File: config.mk
export PLATFORM = sky130hd
export DESIGN_NAME = addsub_serial
export DESIGN_NICKNAME = d
export VERILOG_FILES = /design/src/rtl/addsub_serial.sv
export SDC_FILE = /design/constraint.sdc
export NUM_CORES = 1
export LEC_CHECK = 0
export ABC_CLOCK_PERIOD_IN_PS = 2600
export BUFFER_PORTS_ARGS = -buffer_cell sky130_fd_sc_hd__buf_2
export CAP_MARGIN = 20
export CORE_UTILIZATION = 50
export DETAILED_ROUTE_END_ITERATION = 6
export PLACE_DENSITY = 0.72
export SKIP_LAST_GASP = 1
export SLEW_MARGIN = 5
export SYNTH_ARGS = -nofsm -noshare
export SYNTH_HDL_FRONTEND = slang
export SYNTH_SLANG_ARGS = --single-unit
export TNS_END_PERCENT = 1
File: constraint.sdc
create_clock -name clk -period 2.6 [get_ports clk]
set_input_delay 0.78 -clock clk [delete_from_list [all_inputs] [get_ports clk]]
set_output_delay 0.78 -clock clk [all_outputs]
set_load 0.03 [all_outputs]
File: src/rtl/addsub_serial.sv
// addsub_serial: multi-cycle signed A+B / A-B evaluated CHUNK bits per clock with a registered carry.
// Optional: define ADDSUB_SAT_EN to clamp Sum on signed overflow instead of wrapping.
module addsub_serial #(
    parameter int WIDTH = 16,
    parameter int CHUNK = 4
) (
    input  logic             clk,
    input  logic             rst_n,
    input  logic             start,
    input  logic             sub,
    input  logic [WIDTH-1:0] A,
    input  logic [WIDTH-1:0] B,
    output logic             busy,
    output logic             done,
    output logic [WIDTH-1:0] Sum,
    output logic             Ovfl,
    output logic             Zero
);
    localparam int N  = WIDTH / CHUNK;
    localparam int IW = (N > 1) ? $clog2(N) : 1;
    localparam logic [IW-1:0] LAST = IW'(N - 1);

    typedef enum logic {IDLE = 1'b0, RUN = 1'b1} state_t;
    state_t state, state_nx;

    logic [WIDTH-1:0] opa, opb, res, res_nx, fin;
    logic             carry, last, cin_msb, ovf;
    logic [IW-1:0]    idx;
    logic [CHUNK-1:0] a_chk, b_chk;
    logic [CHUNK:0]   csum;

`ifdef ADDSUB_SAT_EN
    localparam logic signed [WIDTH-1:0] SMAX = {1'b0, {(WIDTH-1){1'b1}}};
    localparam logic signed [WIDTH-1:0] SMIN = {1'b1, {(WIDTH-1){1'b0}}};

    // A wrapped result carries the opposite sign of the true result.
    function automatic logic [WIDTH-1:0] saturate(input logic signed [WIDTH-1:0] raw,
                                                  input logic ov);
        if (!ov)
            return raw;
        return (raw < 0) ? SMAX : SMIN;
    endfunction
`endif

    always_ff @(posedge clk) begin
        if (!rst_n)
            state <= IDLE;
        else
            state <= state_nx;
    end

    always_comb begin
        state_nx = state;
        case (state)
            IDLE:    if (start) state_nx = RUN;
            RUN:     if (last)  state_nx = IDLE;
            default: state_nx = IDLE;
        endcase
    end

    always_comb begin
        busy = (state == RUN);
    end

    always_comb begin
        a_chk   = opa[int'(idx)*CHUNK +: CHUNK];
        b_chk   = opb[int'(idx)*CHUNK +: CHUNK];
        csum    = {1'b0, a_chk} + {1'b0, b_chk} + {{CHUNK{1'b0}}, carry};
        // Carry into the chunk MSB recovered from the MSB sum bit.
        cin_msb = a_chk[CHUNK-1] ^ b_chk[CHUNK-1] ^ csum[CHUNK-1];
        ovf     = cin_msb ^ csum[CHUNK];
        last    = (idx == LAST);
        res_nx  = res;
        res_nx[int'(idx)*CHUNK +: CHUNK] = csum[CHUNK-1:0];
`ifdef ADDSUB_SAT_EN
        fin     = saturate(res_nx, ovf);
`else
        fin     = res_nx;
`endif
    end

    always_ff @(posedge clk) begin
        if (!rst_n) begin
            opa   <= '0;
            opb   <= '0;
            res   <= '0;
            carry <= 1'b0;
            idx   <= '0;
            done  <= 1'b0;
            Sum   <= '0;
            Ovfl  <= 1'b0;
            Zero  <= 1'b0;
        end else begin
            done <= 1'b0;
            if (state == IDLE) begin
                if (start) begin
                    opa   <= A;
                    opb   <= sub ? ~B : B;
                    carry <= sub;
                    idx   <= '0;
                end
            end else begin
                res   <= res_nx;
                carry <= csum[CHUNK];
                idx   <= idx + IW'(1);
                if (last) begin
                    Sum  <= fin;
                    Ovfl <= ovf;
                    Zero <= (fin == '0);
                    done <= 1'b1;
                end
            end
        end
    end
endmodule
==> run_results.csv <==
group,metric,value,unit
drt,drtIter0Drc,99,
grt,grt_max_degree,49,
timing,finClkSkew,0.00869,ns
logic_synthesis,yosysSeqAreaShare,43.7,%
floorplan,design.core.area,6310,um2
layout,drive_above_1_share,25.6,%
drt,vias,2624,
layout,utilization,61.2,%
critical_path,crit_required,2.88,ns
layout,areaGrowthSynthToFinish,18.6,%
place,port_buffers,55,
clock_tree,htree_levels,3,
floorplan,num_rows,29,
flow_run,drv_cap,0,
drt,routedWlPerCell,13.7,um
floorplan,die_w,82.7,um
logic_synthesis,avgSynthCellArea,9.09,um2
logic_synthesis,synth-edff-count,0,
floorplan,io_pins,56,
timing,setup-tns-final,0,ns
logic_synthesis,yosys.cell_types.count,46,
critical_path,critPathLaunchType,"register",
clock_tree,clkTransAtPathRegs,0.07,ns
clock_tree,cts-root-buf,"clkbuf_8",
timing,finalHoldViolations,0,
drt,ant_nets,0,
place,dp_slack,0.0824,ns
layout,finalInstanceArea,3860,um2
floorplan,dieArea,6840,um2
floorplan,die_h,82.7,um
power_and_ir_drop,power,2.52,mW
grt,antenna_found_initial,0,
place,placed_area,3630,um2
timing,worstMarginPinSlew,0.834,ns
timing,worst_slack,0.0471,ns
floorplan,start_util,51.6,%
critical_path,cp.arrival,2.83,ns
clock_tree,cts-buffers-inserted,9,
logic_synthesis,ys_seq_elements,71,
critical_path,cpMaxStageDelayCell,"mux4_2",
critical_path,path_buf_inv,2,
timing,slew_violations,0,
grt,grt_remaining_overflow,0,
logic_synthesis,synth-main-ff-cell,"dfxtp_1",
critical_path,critical_path.max_fanout,4,
critical_path,path_delay_family,"adder cells",
clock_tree,postCtsHoldBufs,0,
power_and_ir_drop,peakVddDrop,394,uV
timing,slew_headroom,44.4,%
power_and_ir_drop,leakagePower,1.56,nW
layout,num-fill-cells,593,
power_and_ir_drop,power_density,652,nW/um2
layout,diodes,0,
logic_synthesis,synth_warnings,0,
worst_hold_path,min_path_type,"reg2reg",
drt,dr.pass1.iters,4,
clock_tree,cts_tree,"built",
logic_synthesis,async_flop_share,0,%
run_status,outcome,"finished, final reports clean",
grt,grt_pass1_wl,10900,um
layout,layout_commonest_cell,"dfxtp_1",
grt,track_usage,21.9,%
drt,drt_wl_total,6800,um
critical_path,end_kind,"register",
logic_synthesis,netlist_area,3260,um2
clock_tree,cts_max_path_buffers,2,
logic_synthesis,syn_inst,358,
critical_path,crit_chain,"mux4_2 > fa_2 > inv_2 > fa_1 > xor2_2 > buf_4 > a21oi_1 > nand4b_1 > o31ai_2",
grt,grt_pass1_vias,2407,
clock_tree,clk_latency,0.36,ns
logic_synthesis,synth_nets,405,
critical_path,criticalPathCategory,"reg2reg",
timing,fmax,392,MHz
timing,finalCritPeriodShare,98.2,%
timing,rsz0062_at_grt,"yes",
critical_path,r2r_setup_slack,0.05,ns
timing,finalSetupViolCount,0,
layout,fin_nets,460,
timing,period_minus_slack,2.55,ns
clock_tree,cts_sinks,71,
layout,final_cell_mix,"dfxtp_1, buf_2, nand2_1",
place,dp_hpwl,4810,um
drt,via_per_inst,5.30,
place,gp_congestion,0.839,
critical_path,max_stage_delay,0.51,ns
drt,drcViolationCount,0,
-- cell usage after synthesis, types with 3 or more instances --
| library cell | number | area (um2) |
|---|---|---|
| o21a_1 | 3 | 22.5 |
| ha_1 | 9 | 113 |
| a21oi_1 | 29 | 145 |
| xnor2_1 | 17 | 149 |
| nor3_1 | 5 | 25.0 |
| o21ai_0 | 17 | 85.1 |
| a211oi_1 | 28 | 210 |
| a31oi_1 | 3 | 18.8 |
| buf_2 | 8 | 40.0 |
| nand2_1 | 51 | 191 |
| mux4_2 | 8 | 180 |
| clkbuf_1 | 10 | 37.5 |
| a21oi_2 | 4 | 35.0 |
| and3_1 | 3 | 18.8 |
| a2bb2oi_1 | 4 | 35.0 |
| dfxtp_1 | 71 | 1420 |
| nor2_1 | 32 | 120 |
| inv_1 | 13 | 48.8 |
| nor2b_1 | 6 | 37.5 |
-- layer usage --
metal / up-vias / global-route usage (%) / part of all wire, %
li1: 1369 / - / -
met1: 1180 / 25.2 / 45
met2: 65 / 37.5 / 49
met3: 10 / 6.26 / 4.1
met4: 0 / 9.66 / 2.0
met5: - / 0 / 0
-- worst register-to-register path: cells and delay by family, from the launching register on --
kind	cells	cell delay (ns)
compound gates	2	0.30
buf+inv	2	0.24
xor+xnor	1	0.24
simple gates	1	0.20
flops	1	0.39
fa+ha+maj	2	0.60
mux	1	0.51
-- layout make-up --
| cell class | instances | area (um2) | area share, % |
|---|---|---|---|
| flip-flops and latches | 71 | 1430 | 36.9 |
| repair buffers | 66 | 370 | 9.59 |
| well taps | 77 | 96.3 | 2.50 |
| inverters | 14 | 52.6 | 1.36 |
| clock inverters | 3 | 40.0 | 1.04 |
| multi-input cells | 251 | 1710 | 44.2 |
| clock buffers | 13 | 169 | 4.37 |
-- final timing paths --
check	start	to	depth (start not counted)
worst min-delay path	Sum[10]$_SDFFE_PN0P_	Sum[10]$_SDFFE_PN0P_	2
worst min register to register	Sum[10]$_SDFFE_PN0P_	Sum[10]$_SDFFE_PN0P_	2
worst max register to register	idx[0]$_SDFFE_PN0P_	Zero$_SDFFE_PN0P_	9
worst max-delay path	idx[0]$_SDFFE_PN0P_	Zero$_SDFFE_PN0P_	9
-- state kept, by name (all words and copies together) (netlist names) --
register  flops
busy          1
opb          16
Sum          16
Zero          1
done          1
idx           2
Ovfl          1
opa          16
carry         1
res          16
-- timing repair --
| item | in CTS | in global routing |
|---|---|---|
| setup buffers | 0 | 1 |
| setup endpoints to repair | 0 | 6 |
| gates resized for setup | 0 | 3 |
-- kinds of logic after synthesis --
kind of cell	share of synthesized area [%]
DFF	43.7
buffers and inverters	4.69
xor gates and xnor gates	5.57
adders and majority gates	4.69
and+or+nand+nor	15.6
AOI/OAI and AO/OA	19.9
muxes	5.84
-- stage by stage --
step                      hold WS (ns)  cells
final                            0.448    495
after global routing             0.479    495
after floorplan                  0.433    358
after CTS                        0.455    494
after detailed placement         0.439    478
after global placement           0.431    478
-- report_power, final --
part | internal, mW | leakage (nW) | total, mW | switching, mW
Clock | 0.519 | 0.109 | 0.932 | 0.413
Sequential | 1.14 | 0.583 | 1.18 | 0.0382
Combinational | 0.184 | 0.871 | 0.402 | 0.218
(Power assumes the default switching activity.)
